<file path="src/rtl/acesso_pkg.sv">
// ---------------------------------------------------------------------------
// acesso_pkg
// Shared definitions for the parking-entrance access controller:
//   - estado_t   : FSM state encoding (3 bits)
//   - *_PADRAO   : default values for the controller parameters
//   - max3       : helper used to size the shared timer
// ---------------------------------------------------------------------------
package acesso_pkg;

    typedef enum logic [2:0] {
        OCIOSO        = 3'd0,
        INSERIR_SENHA = 3'd1,
        ENTRADA       = 3'd2,
        CHEIO         = 3'd3,
        BLOQUEIO      = 3'd4
    } estado_t;

    localparam int CAPACIDADE_PADRAO      = 16;
    localparam int TIMEOUT_SENHA_PADRAO   = 20;
    localparam int TIMEOUT_ENTRADA_PADRAO = 20;
    localparam int MAX_TENTATIVAS_PADRAO  = 3;
    localparam int BLOQUEIO_CICLOS_PADRAO = 30;

    function automatic int max3(input int a, input int b, input int c);
        int m;
        m = (a > b) ? a : b;
        return (m > c) ? m : c;
    endfunction

endpackage

</file>
<file path="src/rtl/contador_vagas.sv">
// ---------------------------------------------------------------------------
// contador_vagas
// Saturating up/down occupancy counter, range 0..CAPACIDADE.
// Ports:
//   clk_i    : clock, rising edge
//   rst_i    : synchronous active-high reset, clears the count
//   inc_i    : one vehicle entered
//   dec_i    : one vehicle left
//   vagas_o  : current occupancy (counter register)
// ---------------------------------------------------------------------------
module contador_vagas
    import acesso_pkg::*;
#(
    parameter int CAPACIDADE = CAPACIDADE_PADRAO,
    parameter int LARG       = $clog2(CAPACIDADE_PADRAO + 1)
) (
    input  logic            clk_i,
    input  logic            rst_i,
    input  logic            inc_i,
    input  logic            dec_i,
    output logic [LARG-1:0] vagas_o
);

    logic [LARG-1:0] vagas_q, vagas_d;

    always_comb begin
        vagas_d = vagas_q;
        // Simultaneous entry and exit cancel out; otherwise clamp at both ends.
        if (inc_i && !dec_i) begin
            if (vagas_q != LARG'(CAPACIDADE)) vagas_d = vagas_q + 1'b1;
        end else if (dec_i && !inc_i) begin
            if (vagas_q != '0) vagas_d = vagas_q - 1'b1;
        end
    end

    always_ff @(posedge clk_i) begin
        if (rst_i) vagas_q <= '0;
        else       vagas_q <= vagas_d;
    end

    assign vagas_o = vagas_q;

endmodule

</file>
<file path="src/rtl/gestor_acesso_parametrizado.sv">
// ---------------------------------------------------------------------------
// gestor_acesso_parametrizado
// Gate-access controller for the parking entrance: password entry with
// attempt limit and timed lockout, timed vehicle passage, and an internal
// occupancy counter that blocks entry when the lot is full.
// Ports:
//   clk, rst (sync, active-high)
//   SENSOR_EXTERNO  : vehicle at outer sensor (level)
//   SENSOR_INTERNO  : vehicle crossed inner sensor (level)
//   SENSOR_SAIDA    : one-cycle pulse per exiting vehicle
//   SENHA_VALIDA / SENHA_INVALIDA : one-cycle panel results
//   STATUS_*        : Moore decode of the state register
//   VAGAS_OCUPADAS  : current occupancy
// ---------------------------------------------------------------------------
module gestor_acesso_parametrizado
    import acesso_pkg::*;
#(
    parameter int CAPACIDADE      = CAPACIDADE_PADRAO,
    parameter int TIMEOUT_SENHA   = TIMEOUT_SENHA_PADRAO,
    parameter int TIMEOUT_ENTRADA = TIMEOUT_ENTRADA_PADRAO,
    parameter int MAX_TENTATIVAS  = MAX_TENTATIVAS_PADRAO,
    parameter int BLOQUEIO_CICLOS = BLOQUEIO_CICLOS_PADRAO,
    localparam int LARG_VAGAS     = $clog2(CAPACIDADE + 1)
) (
    input  logic                  clk,
    input  logic                  rst,
    input  logic                  SENSOR_EXTERNO,
    input  logic                  SENSOR_INTERNO,
    input  logic                  SENSOR_SAIDA,
    input  logic                  SENHA_VALIDA,
    input  logic                  SENHA_INVALIDA,
    output logic                  STATUS_DA_CANCELA_DO_ESTACIONAMENTO,
    output logic                  STATUS_DO_DISPLAY,
    output logic                  STATUS_DA_SINALIZACAO_DE_LUZES,
    output logic                  STATUS_DO_PAINEL_DE_SENHA,
    output logic                  STATUS_DO_ESTACIONAMENTO_CHEIO,
    output logic                  STATUS_DE_BLOQUEIO,
    output logic [LARG_VAGAS-1:0] VAGAS_OCUPADAS
);

    // One timer serves every timed state, so size it for the longest one.
    localparam int TIMER_W = $clog2(max3(TIMEOUT_SENHA, TIMEOUT_ENTRADA, BLOQUEIO_CICLOS) + 1);
    localparam int TENT_W  = $clog2(MAX_TENTATIVAS + 1);

    estado_t              estado_q, estado_d;
    logic [TIMER_W-1:0]   timer_q, timer_d;
    logic [TENT_W-1:0]    tent_q, tent_d;
    logic                 nova_tentativa;
    logic                 inc_vaga;
    logic [LARG_VAGAS-1:0] vagas;

    contador_vagas #(
        .CAPACIDADE (CAPACIDADE),
        .LARG       (LARG_VAGAS)
    ) u_contador (
        .clk_i   (clk),
        .rst_i   (rst),
        .inc_i   (inc_vaga),
        .dec_i   (SENSOR_SAIDA),
        .vagas_o (vagas)
    );

    assign VAGAS_OCUPADAS = vagas;

    always_comb begin
        estado_d       = estado_q;
        tent_d         = tent_q;
        nova_tentativa = 1'b0;
        inc_vaga       = 1'b0;

        case (estado_q)
            OCIOSO: begin
                if (vagas == LARG_VAGAS'(CAPACIDADE)) estado_d = CHEIO;
                else if (SENSOR_EXTERNO)              estado_d = INSERIR_SENHA;
            end
            INSERIR_SENHA: begin
                // An invalid result wins even if the panel also flagged valid.
                if (SENHA_INVALIDA) begin
                    if (int'(tent_q) + 1 == MAX_TENTATIVAS) begin
                        estado_d = BLOQUEIO;
                    end else begin
                        tent_d         = tent_q + 1'b1;
                        nova_tentativa = 1'b1;
                    end
                end else if (SENHA_VALIDA) begin
                    estado_d = ENTRADA;
                end else if (timer_q == TIMER_W'(TIMEOUT_SENHA - 1)) begin
                    estado_d = OCIOSO;
                end
            end
            ENTRADA: begin
                if (SENSOR_INTERNO) begin
                    estado_d = OCIOSO;
                    inc_vaga = 1'b1;
                end else if (timer_q == TIMER_W'(TIMEOUT_ENTRADA - 1)) begin
                    estado_d = OCIOSO;
                end
            end
            CHEIO: begin
                if (vagas < LARG_VAGAS'(CAPACIDADE)) estado_d = OCIOSO;
            end
            BLOQUEIO: begin
                if (timer_q == TIMER_W'(BLOQUEIO_CICLOS - 1)) estado_d = OCIOSO;
            end
            default: estado_d = OCIOSO;
        endcase

        if (estado_q == INSERIR_SENHA && estado_d != INSERIR_SENHA) tent_d = '0;

        // A retry restarts the password window just like entering the state.
        if (estado_d != estado_q || nova_tentativa) timer_d = '0;
        else                                        timer_d = timer_q + 1'b1;
    end

    always_ff @(posedge clk) begin
        if (rst) begin
            estado_q <= OCIOSO;
            timer_q  <= '0;
            tent_q   <= '0;
        end else begin
            estado_q <= estado_d;
            timer_q  <= timer_d;
            tent_q   <= tent_d;
        end
    end

    always_comb begin
        STATUS_DA_CANCELA_DO_ESTACIONAMENTO = 1'b0;
        STATUS_DO_DISPLAY                   = 1'b0;
        STATUS_DA_SINALIZACAO_DE_LUZES      = 1'b0;
        STATUS_DO_PAINEL_DE_SENHA           = 1'b0;
        STATUS_DO_ESTACIONAMENTO_CHEIO      = 1'b0;
        STATUS_DE_BLOQUEIO                  = 1'b0;
        case (estado_q)
            INSERIR_SENHA: begin
                STATUS_DO_DISPLAY         = 1'b1;
                STATUS_DO_PAINEL_DE_SENHA = 1'b1;
            end
            ENTRADA: begin
                STATUS_DA_CANCELA_DO_ESTACIONAMENTO = 1'b1;
                STATUS_DO_DISPLAY                   = 1'b1;
                STATUS_DA_SINALIZACAO_DE_LUZES      = 1'b1;
            end
            CHEIO: begin
                STATUS_DO_DISPLAY              = 1'b1;
                STATUS_DO_ESTACIONAMENTO_CHEIO = 1'b1;
            end
            BLOQUEIO: begin
                STATUS_DO_DISPLAY  = 1'b1;
                STATUS_DE_BLOQUEIO = 1'b1;
            end
            default: ;
        endcase
    end

endmodule

</file>
<file path="config.mk">
export PLATFORM = sky130hd
export DESIGN_NAME = gestor_acesso_parametrizado
export DESIGN_NICKNAME = d
export VERILOG_FILES = /design/src/rtl/acesso_pkg.sv /design/src/rtl/contador_vagas.sv /design/src/rtl/gestor_acesso_parametrizado.sv
export SDC_FILE = /design/constraint.sdc
export NUM_CORES = 1
export LEC_CHECK = 0
export BUFFER_PORTS_ARGS = -buffer_cell sky130_fd_sc_hd__buf_4
export CORE_UTILIZATION = 58
export CTS_CLUSTER_DIAMETER = 120
export CTS_CLUSTER_SIZE = 10
export DETAILED_ROUTE_END_ITERATION = 7
export GPL_TIMING_DRIVEN = 1
export HOLD_SLACK_MARGIN = 0.03
export PLACE_DENSITY = 0.83
export SLEW_MARGIN = 40
export SYNTH_ARGS = -nofsm -noshare
export SYNTH_HDL_FRONTEND = slang
export SYNTH_SLANG_ARGS = --single-unit
export TNS_END_PERCENT = 1
</file>
<file path="constraint.sdc">
create_clock -name clk -period 6 [get_ports clk]
set_input_delay 0.3 -clock clk [delete_from_list [all_inputs] [get_ports clk]]
set_output_delay 0.3 -clock clk [all_outputs]
set_load 0.02 [all_outputs]
</file>
After elaboration in Yosys (flattened, before gate mapping)
Index checks and enable logic that the tools add are counted.
{"block": "totals", "ff_bits": 15, "word_cells": 62, "output_inout_bits": 11, "input_bits": 7}
{"block": "op_classes", "n_reduce_logical": 15, "order_cmp": 1, "n_eq_ne": 12, "muxes": 24, "add_sub_neg": 5, "bitwise_logic": 1}
{"cell": "3-bit 2-to-1 mux", "n": 9}
{"cell": "5-bit 2-to-1 mux", "n": 4}
{"cell": "5-bit == test (second input constant)", "n": 3}
{"cell": "3-bit case mux with 5 select lines", "n": 1}
{"cell": "5-bit by 1-bit adder with 5-bit output (second input constant)", "n": 2}
{"cell": "1-bit 2-to-1 mux", "n": 10}
{"cell": "3-bit by 2-bit == test with 1-bit output (second input constant)", "n": 3}
{"cell": "3-bit AND reduction", "n": 2}
{"cell": "5-bit < comparator (second input constant)", "n": 1}
{"cell": "5-bit inequality test (second input constant)", "n": 1}
{"cell": "5-bit nonzero test", "n": 1}
{"cell": "5-bit by 1-bit subtractor with 5-bit output (second input constant)", "n": 1}
{"cell": "2-bit nonzero test", "n": 2}
{"cell": "2-bit OR reduction", "n": 2}
{"cell": "4-bit OR reduction", "n": 1}
{"cell": "2-bit by 1-bit adder with 3-bit output (second input constant)", "n": 1}
{"cell": "3-bit by 1-bit == test with 1-bit output (second input constant)", "n": 1}
{"cell": "3-bit == test (second input constant)", "n": 1}
{"cell": "1-bit logical AND", "n": 3}
{"cell": "3-bit zero test", "n": 1}
{"cell": "3-bit by 1-bit inequality test with 1-bit output (second input constant)", "n": 1}
{"cell": "3-bit inequality test", "n": 1}
{"cell": "2-bit by 1-bit adder with 2-bit output (second input constant)", "n": 1}
{"cell": "1-bit zero test", "n": 2}
{"cell": "3 further kinds", "n": 3}

Depth between registers and ports, before layout
Gate-level depths: netlist of the first run.
{"block": "depth", "depth_word": 8, "depth_mapped": 9, "depth_no_buf": 9}

Modules after synthesis
Synthesis of the first run repeated with hierarchy kept, for this count alone.
{"block": "unflattened", "hier_cells": 118, "hier_area_um2": 1096.1}
{"module": "gestor_acesso_parametrizado", "area_per_inst_um2": 725.7, "cells_each": 79, "instances": 1}
{"module": "contador_vagas", "area_per_inst_um2": 370.4, "cells_each": 39, "instances": 1}

Worst setup path before layout of the first run
Ideal clock, no wire load.
{"block": "synth_timing", "path_type": "reg2reg", "start": "reg estado_q[2]", "end": "reg u_contador.vagas_q[4], in the netlist u_contador.vagas_o[4]", "stages_incl_launch_ff": 9, "synth_period_minus_slack_ns": 2.157, "n_path_buf": 0, "path_slack_ns": 3.843, "t_required_ns": 5.929, "arrival_time_ns": 2.087, "path_cell_list": "dfxtp_1 -> nor4_4 -> inv_1 -> fa_1 -> a21o_1 -> a21oi_1 -> xnor2_1 -> or3_1 -> a21oi_1"}
{"block": "synth_between", "elab_chain_len": 6, "word_cells_on_any_way": 10}
{"item": "from (decl)", "line_no": "gestor_acesso_parametrizado.sv:45", "text": "estado_t estado_q, estado_d;"}
{"item": "from (signal assigned)", "line_no": "gestor_acesso_parametrizado.sv:121", "text": "estado_q <= estado_d;"}
{"item": "3-bit by 2-bit == test with 1-bit output (*)", "line_no": "gestor_acesso_parametrizado.sv:71", "text": "case (estado_q)"}
{"item": "1-bit 2-to-1 mux (*)", "line_no": "gestor_acesso_parametrizado.sv:71"}
{"item": "1-bit zero test", "line_no": "contador_vagas.sv:31", "text": "end else if (dec_i && !inc_i) begin"}
{"item": "1-bit logical AND", "line_no": "contador_vagas.sv:31"}
{"item": "2-bit nonzero test (no line)"}
{"item": "3-bit AND reduction (no line)"}
{"item": "to (signal assigned)", "line_no": "contador_vagas.sv:38", "text": "else vagas_q <= vagas_d;"}
{"item": "to (decl)", "line_no": "contador_vagas.sv:24", "text": "logic [LARG-1:0] vagas_q, vagas_d;"}
Mark *: on every way between the ends. The rest lies on a longest branch, timed or not.
A chain may end at the register's enable or synchronous reset.

Worst setup path after layout of the first run
{"block": "layout_timing", "start": "reg estado_q[1]", "end": "reg u_contador.vagas_q[4], in the netlist u_contador.vagas_o[4]"}
The elaborated chain is that of the path after synthesis.

==> metrics.txt, run 1 <==
# TYPE chip_impl_metric gauge
chip_impl_info{name="outcome",value="finished, final reports clean"} 1
chip_impl_metric{name="start_util",unit="%"} 65.4
chip_impl_metric{name="worst_setup_hold_path_clk_slew",unit="ns"} 0.08
chip_impl_metric{name="detail_route.wl_per_cell",unit="um"} 13.8
chip_impl_info{name="unrepaired_setup_endpoints_after_global_routing",value="false"} 1
chip_impl_metric{name="timing.critical_path.buf_inv",unit=""} 1
chip_impl_metric{name="syn2layout_area_growth",unit="%"} 13.3
chip_impl_metric{name="drt_pre_antenna_iters",unit=""} 4
chip_impl_metric{name="async_flop_share",unit="%"} 0
chip_impl_metric{name="port-buffer-count",unit=""} 17
chip_impl_metric{name="gpl.final_weighted_congestion",unit=""} 0.789
chip_impl_metric{name="report.final.slew_viol_count",unit=""} 0
chip_impl_metric{name="die_width",unit="um"} 44.4
chip_impl_info{name="critPathTopFamily",value="simple AND/OR/NAND/NOR gates"} 1
chip_impl_metric{name="fin_worst_skew",unit="ns"} 0.00299
chip_impl_metric{name="floorplan.rows",unit=""} 14
chip_impl_info{name="cp-end-kind",value="flip-flop"} 1
chip_impl_metric{name="finish.utilization",unit="%"} 74.1
chip_impl_metric{name="ys_seq_elements",unit=""} 15
chip_impl_metric{name="grtUsageTotal",unit="%"} 23.5
chip_impl_metric{name="synth.yosys.seq_area_share",unit="%"} 28.8
chip_impl_info{name="r2r-start",value="estado_q[1]"} 1
chip_impl_metric{name="synth_cells",unit=""} 113
chip_impl_metric{name="n_antenna_cell",unit=""} 0
chip_impl_metric{name="post_synth_and_or_nand_nor_area_fraction",unit="%"} 28.0
chip_impl_metric{name="max_slew.worst_pin.slew",unit="ns"} 0.529
chip_impl_metric{name="post_cts.repair.setup_buffers",unit=""} 0
chip_impl_metric{name="cts_resized",unit=""} 0
chip_impl_metric{name="slew_hr",unit="%"} 64.4
chip_impl_metric{name="grt_antenna_before_repair",unit=""} 0
chip_impl_info{name="worst_min_path_class",value="primary input to flip-flop"} 1
chip_impl_metric{name="mappedNetlistNets",unit=""} 127
chip_impl_info{name="cts_tree",value="built"} 1
chip_impl_metric{name="clock.fmax",unit="MHz"} 387
chip_impl_metric{name="detailed_place_hpwl",unit="um"} 1550
chip_impl_metric{name="cp.arrival",unit="ns"} 2.80
chip_impl_metric{name="avgSynthCellArea",unit="sq um"} 9.22
chip_impl_info{name="worstHoldStart",value="rst"} 1
chip_impl_metric{name="crit_path_max_fanout",unit=""} 14
chip_impl_metric{name="r2r_cells",unit=""} 9
chip_impl_metric{name="final_cells",unit=""} 152
chip_impl_metric{name="grt_first_pass_wirelength",unit="um"} 3390
chip_impl_info{name="r2r-end",value="u_contador.vagas_o[4]"} 1
chip_impl_metric{name="number_of_global_route_vias_before_repair",unit=""} 765
chip_impl_metric{name="cellPowerDensity",unit="nW/um^2"} 371
chip_impl_metric{name="net_count_of_the_finished_layout",unit=""} 143
chip_impl_metric{name="setup_viol",unit=""} 0
chip_impl_metric{name="core_area",unit="sq um"} 1590
chip_impl_info{name="synth_top_family_by_area",value="simple AND/OR/NAND/NOR gates"} 1
chip_impl_metric{name="final_critical_path_setup_slack",unit="ns"} 3.42
chip_impl_metric{name="leak_pwr",unit="uW"} 0.000472
chip_impl_metric{name="final.min_clock_period",unit="ns"} 2.58
chip_impl_metric{name="clock_tree.buffer_depth",unit=""} 2
chip_impl_metric{name="layout_worst_path_cycle_share",unit="%"} 43.0
chip_impl_metric{name="synth-compound-area-share",unit="%"} 17.0
chip_impl_info{name="critical-path-top-cell-by-count",value="a21oi_1"} 1
chip_impl_info{name="timing.critical_path.slowest_stage_cell",value="dfxtp_1"} 1
chip_impl_metric{name="remaining_drc_errors",unit=""} 0
chip_impl_info{name="cp_cell_sequence",value="nand2_2 -> nor4_4 -> inv_1 -> fa_1 -> a21o_1 -> a21oi_1 -> xnor2_1 -> or3_1 -> a21oi_1"} 1
chip_impl_metric{name="dr.first_iter.drc_count",unit=""} 21
chip_impl_metric{name="reg2reg_slack",unit="ns"} 3.42
chip_impl_info{name="clk_root_buffer_cell",value="clkbuf_4"} 1
chip_impl_metric{name="die_y",unit="um"} 44.4
chip_impl_metric{name="detailroute.via_count",unit=""} 908
chip_impl_metric{name="synth.mux.area_fraction",unit="%"} 4.20
chip_impl_metric{name="post_synth_fa_ha_maj_area_fraction",unit="%"} 9.12
chip_impl_metric{name="timing_hold_violations_final",unit=""} 0
chip_impl_metric{name="cap_violations",unit=""} 0
chip_impl_metric{name="layout.cell_area.non_filler",unit="sq um"} 1180
chip_impl_metric{name="detailedPlace.worstSlack",unit="ns"} 3.45
chip_impl_metric{name="timing.hold.worst_path_depth",unit=""} 2
chip_impl_metric{name="detail_route.vias_per_cell",unit=""} 5.97
chip_impl_info{name="yosys-top-cells-area",value="dfxtp_1, ha_1, nor2_1, a21oi_1, xnor2_1"} 1
chip_impl_metric{name="worst_path_largest_cell_delay",unit="ns"} 0.61
chip_impl_metric{name="mappedNetlistArea",unit="sq um"} 1040
chip_impl_metric{name="cp_num_cells",unit=""} 9
chip_impl_metric{name="synth-warning-count",unit=""} 0
chip_impl_metric{name="place.detailed.instances",unit=""} 148
chip_impl_info{name="setup_crit_start_kind",value="flip-flop"} 1
chip_impl_metric{name="ys_types",unit=""} 46
chip_impl_metric{name="netlist.area_leader.share",unit="%"} 28.8
chip_impl_info{name="hold_end",value="u_contador.vagas_o[4]"} 1
chip_impl_metric{name="clock_insertion_delay_worst_skew",unit="ns"} 0.27
chip_impl_info{name="yosys.cell_count.top_type",value="dfxtp_1"} 1
chip_impl_metric{name="finalSetupTns",unit="ns"} 0
chip_impl_info{name="synth_largest_area_cell",value="dfxtp_1"} 1
chip_impl_metric{name="globalRouteOverflowTotal",unit=""} 0
chip_impl_metric{name="ir_drop",unit="V"} 0.000253
chip_impl_metric{name="drive_gt1_share",unit="%"} 25.0
chip_impl_metric{name="synth_edf_count",unit=""} 0
chip_impl_metric{name="ctsHtreeMaxLevel",unit=""} 1
chip_impl_metric{name="timing.critical_path.required",unit="ns"} 6.22
chip_impl_info{name="ys.flop_type",value="dfxtp_1"} 1
chip_impl_metric{name="cts-hold-fix-buffers",unit=""} 0
chip_impl_metric{name="ios",unit=""} 18
chip_impl_metric{name="design.die.area",unit="sq um"} 1970
chip_impl_metric{name="route.antenna.remaining_nets",unit=""} 0
chip_impl_metric{name="clock-sinks",unit=""} 15
chip_impl_metric{name="post_dp_cell_area",unit="sq um"} 1150
chip_impl_info{name="criticalPathCategory",value="flip-flop to flip-flop"} 1
chip_impl_metric{name="cts_made_buffers",unit=""} 3
chip_impl_info{name="synthTopCellsByCount",value="dfxtp_1, nor2_1, a21oi_1"} 1
chip_impl_metric{name="drt-total-wl",unit="um"} 2100
chip_impl_metric{name="synthXorXnorAreaFrac",unit="%"} 6.72
chip_impl_metric{name="grt_start_max_net_pins",unit=""} 15
## power breakdown
group	leakage [uW]	internal [uW]	total, uW	switching (uW)
clock network	0.0000150	25.8	55.2	29.5
registers	0.000123	119	152	33.4
logic	0.000335	109	231	123
total	0.000472	253	439	186
## layout make-up
class                      instances  area, sq um
clock buffer                       4         26.3
fill                             130          413
tap                               24         30.0
timing repair buffer              17          128
inverter                           5         18.8
multi-input combinational         87          678
sequential                        15          300
## metal layers
layer	vias to the layer above	global-route usage, %	wire length, um
li1	442	-	-
met1	430	31.8	985
met2	34	37.1	984
met3	2	5.31	119
met4	0	7.88	13
met5	-	0	0
## sequential cells by signal, summed over array words and instances (netlist names)
register            count
timer_q                 5
estado_q                3
tent_q                  2
u_contador.vagas_o      5
## how the worst max path moves through the flow
stage | from | end | slack [ns]
2_1_floorplan | estado_q[2] | u_contador.vagas_o[4] | 3.84
6_report | estado_q[1] | u_contador.vagas_o[4] | 3.42
5_1_grt | estado_q[1] | u_contador.vagas_o[4] | 3.19
4_1_cts | estado_q[1] | u_contador.vagas_o[4] | 3.44
3_5_place_dp | estado_q[1] | u_contador.vagas_o[4] | 3.45
3_3_place_gp | estado_q[1] | u_contador.vagas_o[4] | 3.53
## logic make-up (layout without fill, tap and decap cells)
kind of cell / Yosys count / after routing
AND/OR/NAND/NOR: 44 / 44
AO/OA/AOI/OAI: 24 / 24
flip-flops: 15 / 15
buffers and inverters: 11 / 26
XOR/XNOR: 8 / 8
adder cells (fa/ha/maj): 7 / 7
multiplexers: 4 / 4
## stage by stage
step / hold WS (ns) / power [uW]
floorplan: 0.449 / 329
global placement: 0.470 / 377
detailed placement: 0.485 / 384
CTS: 0.268 / 440
global route: 0.267 / 474
finish: 0.278 / 439
## cell usage in the layout (no fill, tap or decap), drive strengths merged, types with 3 or more instances in the layout
| cell | netlist | routed |
|---|---|---|
| o21ai | 4 | 4 |
| dfxtp | 15 | 15 |
| and2 | 4 | 4 |
| buf | 4 | 17 |
| xnor2 | 4 | 4 |
| inv | 5 | 5 |
| nor3 | 3 | 3 |
| ha | 6 | 6 |
| mux2i | 4 | 4 |
| a21oi | 8 | 8 |
| nand2 | 4 | 4 |
| xor2 | 4 | 4 |
| nor4 | 7 | 7 |
| nor2 | 11 | 11 |
| nand3 | 3 | 3 |
| a31oi | 4 | 4 |
| clkbuf | 2 | 4 |
(Power assumes the default switching activity.)
==> run 2: changes to the inputs <==
--- a/config.mk
+++ b/config.mk
@@ -6,13 +6,13 @@
 export NUM_CORES = 1
 export LEC_CHECK = 0
 export BUFFER_PORTS_ARGS = -buffer_cell sky130_fd_sc_hd__buf_4
-export CORE_UTILIZATION = 58
+export CORE_UTILIZATION = 49
 export CTS_CLUSTER_DIAMETER = 120
 export CTS_CLUSTER_SIZE = 10
 export DETAILED_ROUTE_END_ITERATION = 7
 export GPL_TIMING_DRIVEN = 1
 export HOLD_SLACK_MARGIN = 0.03
-export PLACE_DENSITY = 0.83
+export PLACE_DENSITY = 0.75
 export SLEW_MARGIN = 40
 export SYNTH_ARGS = -nofsm -noshare
 export SYNTH_HDL_FRONTEND = slang
==> constraint.sdc (replaced) <==
create_clock -name clk -period 2.1 [get_ports clk]
set_input_delay 0.105 -clock clk [delete_from_list [all_inputs] [get_ports clk]]
set_output_delay 0.105 -clock clk [all_outputs]
set_load 0.02 [all_outputs]
==> run 2 against run 1 <==
Sequential power rose to 2.7 times the previous value. Clock skew rose by 0.0025 ns. Design area rose by 4.8%. Combinational power rose to 3.2 times the previous value. Global-route usage decreased by 2.1 points. Routed wire length grew 2.3%. Largest power group unchanged. Sequential cell count unchanged. Critical path depth is 1 lower. Largest cell class unchanged.
==> metrics.txt, run 2 (synthesized netlist as in run 1, its figures left out) <==
# TYPE chip_impl_metric gauge
chip_impl_metric{name="ctsHtreeMaxLevel",unit=""} 1
chip_impl_metric{name="cts_made_buffers",unit=""} 3
chip_impl_metric{name="cap_violations",unit=""} 0
chip_impl_metric{name="p_clk_share",unit="%"} 13.1
chip_impl_metric{name="gpl.final_weighted_congestion",unit=""} 0.870
chip_impl_metric{name="finish.utilization",unit="%"} 62.4
chip_impl_metric{name="design.die.area",unit="sq um"} 2320
chip_impl_metric{name="power.internal",unit="uW"} 759
chip_impl_info{name="cts_tree",value="built"} 1
chip_impl_info{name="unrepaired_setup_endpoints_after_global_routing",value="false"} 1
chip_impl_metric{name="reg2reg_slack",unit="ns"} 0.07
chip_impl_info{name="end_of_the_critical_path",value="u_contador.vagas_o[4]"} 1
chip_impl_metric{name="start_util",unit="%"} 52.6
chip_impl_metric{name="power_switching_share",unit="%"} 42.0
chip_impl_metric{name="worst_setup_hold_path_clk_slew",unit="ns"} 0.10
chip_impl_metric{name="net_count_of_the_finished_layout",unit=""} 149
chip_impl_metric{name="die_y",unit="um"} 48.1
chip_impl_metric{name="finalSetupTns",unit="ns"} 0
chip_impl_metric{name="cts-hold-fix-buffers",unit=""} 0
chip_impl_metric{name="final_cells",unit=""} 161
chip_impl_metric{name="number_of_global_route_vias_before_repair",unit=""} 765
chip_impl_metric{name="ir_drop",unit="V"} 0.000598
chip_impl_metric{name="fin_worst_skew",unit="ns"} 0.00550
chip_impl_metric{name="layout_worst_path_cycle_share",unit="%"} 96.5
chip_impl_metric{name="detailedPlace.worstSlack",unit="ns"} 0.0810
chip_impl_metric{name="floorplan.rows",unit=""} 16
chip_impl_metric{name="final_critical_path_setup_slack",unit="ns"} 0.0736
chip_impl_metric{name="r2r_cells",unit=""} 8
chip_impl_info{name="setup_crit_start_kind",value="flip-flop"} 1
chip_impl_metric{name="dr.first_iter.drc_count",unit=""} 15
chip_impl_metric{name="die_width",unit="um"} 48.1
chip_impl_metric{name="clock_tree.buffer_depth",unit=""} 2
chip_impl_metric{name="clock-sinks",unit=""} 15
chip_impl_metric{name="leak_pwr",unit="uW"} 0.000506
chip_impl_metric{name="switching_power",unit="uW"} 551
chip_impl_metric{name="crit_path_max_fanout",unit=""} 4
chip_impl_metric{name="syn2layout_area_growth",unit="%"} 18.7
chip_impl_metric{name="route.antenna.remaining_nets",unit=""} 0
chip_impl_metric{name="grtUsageTotal",unit="%"} 21.4
chip_impl_metric{name="drt-total-wl",unit="um"} 2150
chip_impl_metric{name="report.final.slew_viol_count",unit=""} 0
chip_impl_metric{name="nFillCells",unit=""} 177
chip_impl_metric{name="port-buffer-count",unit=""} 17
chip_impl_metric{name="seq_power_share",unit="%"} 31.2
chip_impl_info{name="worst_setup_path_startpoint",value="estado_q[0]"} 1
chip_impl_metric{name="timing_hold_violations_final",unit=""} 0
chip_impl_metric{name="place.detailed.instances",unit=""} 157
chip_impl_info{name="final_common_cell",value="buf_4"} 1
chip_impl_metric{name="post_cts.repair.setup_buffers",unit=""} 0
chip_impl_metric{name="final_hold_slack",unit="ns"} 0.0640
chip_impl_metric{name="max_slew.worst_pin.slew",unit="ns"} 0.469
chip_impl_metric{name="setup_viol",unit=""} 0
chip_impl_info{name="layout.cells.most_common_list",value="buf_4, dfxtp_1, nor2_1, a21oi_1, ha_1"} 1
chip_impl_metric{name="detail_route.wl_per_cell",unit="um"} 13.4
chip_impl_info{name="r2r-start",value="estado_q[0]"} 1
chip_impl_info{name="outcome",value="finished, final reports clean"} 1
chip_impl_metric{name="clock.fmax",unit="MHz"} 493
chip_impl_info{name="worst_min_path_class",value="primary input to flip-flop"} 1
chip_impl_metric{name="timing.critical_path.required",unit="ns"} 2.33
chip_impl_info{name="cp-end-kind",value="flip-flop"} 1
chip_impl_metric{name="remaining_drc_errors",unit=""} 0
chip_impl_info{name="clk_root_buffer_cell",value="clkbuf_4"} 1
chip_impl_metric{name="cellPowerDensity",unit="nW/um^2"} 1060
chip_impl_metric{name="globalRouteOverflowTotal",unit=""} 0
chip_impl_metric{name="core_area",unit="sq um"} 1980
chip_impl_metric{name="combinationalPowerShare",unit="%"} 55.7
chip_impl_metric{name="detail_route.vias_per_cell",unit=""} 5.55
chip_impl_metric{name="detailroute.via_count",unit=""} 894
chip_impl_metric{name="cts_resized",unit=""} 0
chip_impl_info{name="r2r-end",value="u_contador.vagas_o[4]"} 1
chip_impl_metric{name="detailed_place_hpwl",unit="um"} 1610
chip_impl_metric{name="cp.arrival",unit="ns"} 2.26
chip_impl_metric{name="n_antenna_cell",unit=""} 0
chip_impl_metric{name="grt_antenna_before_repair",unit=""} 0
chip_impl_info{name="criticalPathCategory",value="flip-flop to flip-flop"} 1
chip_impl_metric{name="slew_hr",unit="%"} 68.5
chip_impl_metric{name="drt_pre_antenna_iters",unit=""} 4
chip_impl_metric{name="grt_first_pass_wirelength",unit="um"} 3310
chip_impl_metric{name="ios",unit=""} 18
chip_impl_metric{name="final.min_clock_period",unit="ns"} 2.03
chip_impl_metric{name="grt_start_max_net_pins",unit=""} 14
chip_impl_metric{name="drive_gt1_share",unit="%"} 31.3
chip_impl_metric{name="clock_insertion_delay_worst_skew",unit="ns"} 0.29
## run 2: changes by cell type in the layout (fill, tap and decap cells not counted)
cell	delta
fa_1	-1
inv_2	+1
clkinv_2	+1
buf_4	+6
a21oi_1	-1
a21oi_2	+1
inv_1	-1
clkbuf_1	-1
fa_2	+1
## run 2: routing by layer
metal  up-vias  share of wire, %  GRT usage (%)
met5         -                 0              0
met4         0               2.5           12.8
met3         6               5.0           5.19
met2        25                46           31.6
met1       406                47           28.2
li1        457                 -              -
## run 2: through the flow
stage	power (uW)	instance area, sq um
6_report	1310	1240
3_3_place_gp	1120	1210
2_1_floorplan	943	1040
3_5_place_dp	1130	1210
5_1_grt	1410	1240
4_1_cts	1310	1230
## run 2: power groups by stage
stage,clock network [uW],logic [uW],registers (uW)
final,172,729,409
after global routing,183,808,417
after CTS,175,723,409
after detailed placement,0,718,415
after global placement,0,705,413
after floorplan,0,502,441
## run 2: cell type report
class | count | area [sq um] | area share, %
Clock buffer | 3 | 22.5 | 1.82
Clock inverter | 1 | 5.00 | 0.404
Inverter | 5 | 18.8 | 1.52
Multi-Input combinational cell | 87 | 684 | 55.3
Sequential cell | 15 | 300 | 24.3
Tap cell | 27 | 33.8 | 2.73
Timing Repair Buffer | 23 | 173 | 14.0
## run 2: how the worst min path moves through the flow
| stage | start | endpoint | slack, ns | cells past startpoint |
|---|---|---|---|---|
| final | rst | u_contador.vagas_o[4] | 0.06 | 2 |
| after global routing | rst | u_contador.vagas_o[4] | 0.07 | 2 |
| after CTS | rst | u_contador.vagas_o[4] | 0.06 | 2 |
| after detailed placement | rst | u_contador.vagas_o[4] | 0.38 | 2 |
| after global placement | rst | u_contador.vagas_o[4] | 0.37 | 2 |
| after floorplan | SENHA_INVALIDA | tent_q[0] | 0.32 | 2 |
## run 2: worst max-delay path: stages, from the launching register on
cell	delay, ns
dfxtp_1	0.35
nor4_4	0.32
inv_2	0.10
fa_2	0.35
a21o_1	0.18
a21oi_2	0.15
xnor2_1	0.08
or3_1	0.31
a21oi_1	0.14
==> run 3: changes to the inputs <==
--- a/config.mk
+++ b/config.mk
@@ -10,7 +10,7 @@
 export CTS_CLUSTER_DIAMETER = 120
 export CTS_CLUSTER_SIZE = 10
 export DETAILED_ROUTE_END_ITERATION = 7
-export GPL_TIMING_DRIVEN = 1
+export GPL_TIMING_DRIVEN = 0
 export HOLD_SLACK_MARGIN = 0.03
 export PLACE_DENSITY = 0.75
 export SLEW_MARGIN = 40
==> run 3 against run 2 <==
Sequential power up 2%. Power up 1.3%. Register-to-register slack is essentially flat. Die area did not move. Largest cell class unchanged.
==> metrics.txt, run 3 (synthesized netlist as in run 1, its figures left out) <==
# TYPE chip_impl_metric gauge
chip_impl_metric{name="net_count_of_the_finished_layout",unit=""} 153
chip_impl_metric{name="core_area",unit="sq um"} 1980
chip_impl_metric{name="detail_route.vias_per_cell",unit=""} 5.56
chip_impl_metric{name="cts_made_buffers",unit=""} 3
chip_impl_metric{name="floorplan.rows",unit=""} 16
chip_impl_metric{name="ctsHtreeMaxLevel",unit=""} 1
chip_impl_metric{name="start_util",unit="%"} 52.6
chip_impl_metric{name="clock-sinks",unit=""} 15
chip_impl_info{name="outcome",value="finished, final reports clean"} 1
chip_impl_metric{name="route.antenna.remaining_nets",unit=""} 0
chip_impl_info{name="worst_min_path_class",value="primary input to flip-flop"} 1
chip_impl_metric{name="grtUsageTotal",unit="%"} 22.1
chip_impl_metric{name="die_y",unit="um"} 48.1
chip_impl_metric{name="final.min_clock_period",unit="ns"} 2.01
chip_impl_metric{name="clock_insertion_delay_worst_skew",unit="ns"} 0.29
chip_impl_metric{name="syn2layout_area_growth",unit="%"} 22.3
chip_impl_metric{name="grt_first_pass_wirelength",unit="um"} 3560
chip_impl_metric{name="cp.arrival",unit="ns"} 2.23
chip_impl_metric{name="ios",unit=""} 18
chip_impl_metric{name="layout_worst_path_cycle_share",unit="%"} 95.8
chip_impl_metric{name="grt_antenna_before_repair",unit=""} 0
chip_impl_metric{name="detailroute.via_count",unit=""} 917
chip_impl_metric{name="globalRouteOverflowTotal",unit=""} 0
chip_impl_metric{name="cap_violations",unit=""} 0
chip_impl_metric{name="final_hold_slack",unit="ns"} 0.180
chip_impl_metric{name="p_clk_share",unit="%"} 12.6
chip_impl_metric{name="setup_viol",unit=""} 0
chip_impl_metric{name="fin_worst_skew",unit="ns"} 0.00960
chip_impl_metric{name="crit_path_max_fanout",unit=""} 4
chip_impl_metric{name="drive_gt1_share",unit="%"} 33.3
chip_impl_metric{name="detailed_place_hpwl",unit="um"} 1710
chip_impl_metric{name="final_critical_path_setup_slack",unit="ns"} 0.0874
chip_impl_metric{name="worst_setup_hold_path_clk_slew",unit="ns"} 0.10
chip_impl_metric{name="leak_pwr",unit="uW"} 0.000529
chip_impl_metric{name="detailedPlace.worstSlack",unit="ns"} -0.115
chip_impl_metric{name="layout.cell_area.non_filler",unit="sq um"} 1270
chip_impl_metric{name="slew_hr",unit="%"} 67.6
chip_impl_metric{name="n_antenna_cell",unit=""} 0
chip_impl_metric{name="power.internal",unit="uW"} 768
chip_impl_info{name="cp-end-kind",value="flip-flop"} 1
chip_impl_info{name="final_common_cell",value="buf_4"} 1
chip_impl_info{name="cts_tree",value="built"} 1
chip_impl_metric{name="seq_power_share",unit="%"} 31.3
chip_impl_metric{name="combinationalPowerShare",unit="%"} 56.1
chip_impl_info{name="layout.cells.most_common_list",value="buf_4, dfxtp_1, nor2_1, a21oi_1, ha_1"} 1
chip_impl_metric{name="cellPowerDensity",unit="nW/um^2"} 1040
chip_impl_metric{name="ir_drop",unit="V"} 0.000700
chip_impl_metric{name="timing_hold_violations_final",unit=""} 0
chip_impl_info{name="clk_root_buffer_cell",value="clkbuf_4"} 1
chip_impl_metric{name="dr.first_iter.drc_count",unit=""} 7
chip_impl_metric{name="clock.fmax",unit="MHz"} 497
chip_impl_metric{name="drt_pre_antenna_iters",unit=""} 4
chip_impl_metric{name="gpl.final_weighted_congestion",unit=""} 0.913
chip_impl_metric{name="die_width",unit="um"} 48.1
chip_impl_metric{name="remaining_drc_errors",unit=""} 0
chip_impl_metric{name="drt-total-wl",unit="um"} 2190
chip_impl_info{name="setup_crit_start_kind",value="flip-flop"} 1
chip_impl_info{name="unrepaired_setup_endpoints_after_global_routing",value="false"} 1
chip_impl_metric{name="number_of_global_route_vias_before_repair",unit=""} 828
chip_impl_metric{name="detail_route.wl_per_cell",unit="um"} 13.3
chip_impl_metric{name="timing.critical_path.required",unit="ns"} 2.32
chip_impl_metric{name="design.die.area",unit="sq um"} 2320
chip_impl_info{name="criticalPathCategory",value="flip-flop to flip-flop"} 1
chip_impl_metric{name="power_switching_share",unit="%"} 42.2
chip_impl_metric{name="clock_tree.buffer_depth",unit=""} 2
chip_impl_metric{name="grt_start_max_net_pins",unit=""} 11
chip_impl_metric{name="port-buffer-count",unit=""} 17
chip_impl_metric{name="post_dp_cell_area",unit="sq um"} 1210
chip_impl_metric{name="max_slew.worst_pin.slew",unit="ns"} 0.482
chip_impl_metric{name="switching_power",unit="uW"} 560
chip_impl_metric{name="report.final.slew_viol_count",unit=""} 0
[run 3: changes by cell type in the layout (fill, tap and decap cells not counted)]
cell | before | now
dfxtp_1 | 15 | 13
buf_6 | 0 | 2
clkbuf_1 | 0 | 2
nand2_4 | 0 | 1
dfxtp_2 | 0 | 2
nand2_2 | 2 | 1
[run 3: cell type report]
class,instances,area (sq um)
tap,27,33.8
fill,178,707
clock buffer,3,22.5
multi-input combinational,87,689
inverter,5,18.8
clock inverter,1,5.00
sequential,15,303
buffer,6,45.0
timing repair buffer,21,158
[run 3: path summary, 6_finish.rpt]
| path | start | slack (ns) | cells past startpoint | end |
|---|---|---|---|---|
| worst max register to register | estado_q[0] | 0.09 | 8 | u_contador.vagas_o[4] |
| worst max-delay path | estado_q[0] | 0.09 | 8 | u_contador.vagas_o[4] |
| worst min-delay path | rst | 0.18 | 3 | timer_q[0] |
| worst min register to register | tent_q[1] | 0.50 | 2 | tent_q[1] |
[run 3: repair_timing]
item | CTS | global route
gates resized for setup | 3 | 1
pin swaps | 3 | 2
buffers inserted | 4 | 0
hold buffers | 0 | 0
endpoints found under the setup margin | 1 | 1
[run 3: critical path, cell delays in order (launching register included)]
cell     delay [ns]
dfxtp_2        0.35
nor4_4         0.29
inv_2          0.10
fa_2           0.36
a21o_1         0.18
a21oi_2        0.15
xnor2_1        0.08
or3_1          0.31
a21oi_1        0.13
[run 3: power by group through the flow]
stage                     clock network [uW]  logic, uW  registers (uW)
final                                    167        745             416
after global routing                     186        828             426
after CTS                                174        745             414
after detailed placement                   0        707             422
after global placement                     0        682             417
after floorplan                            0        502             441
[run 3: stage by stage]
stage	setup TNS (ns)	power, uW	utilization [%]	cells
floorplan	0	943	-	113
global placement	-0.0854	1100	60.9	157
detailed placement	-0.115	1130	60.9	157
CTS	0	1330	64.3	165
global route	0	1440	64.3	165
finish	0	1330	64.3	165
[run 3: routing by layer]
metal  vias to the layer above  routed length [um]  global-route usage (%)
met5                         -                   0                       0
met3                         5                  87                    3.70
met1                       431                1000                    29.0
li1                        464                   -                       -
met4                         0                  42                    11.7
met2                        17                1060                    34.6
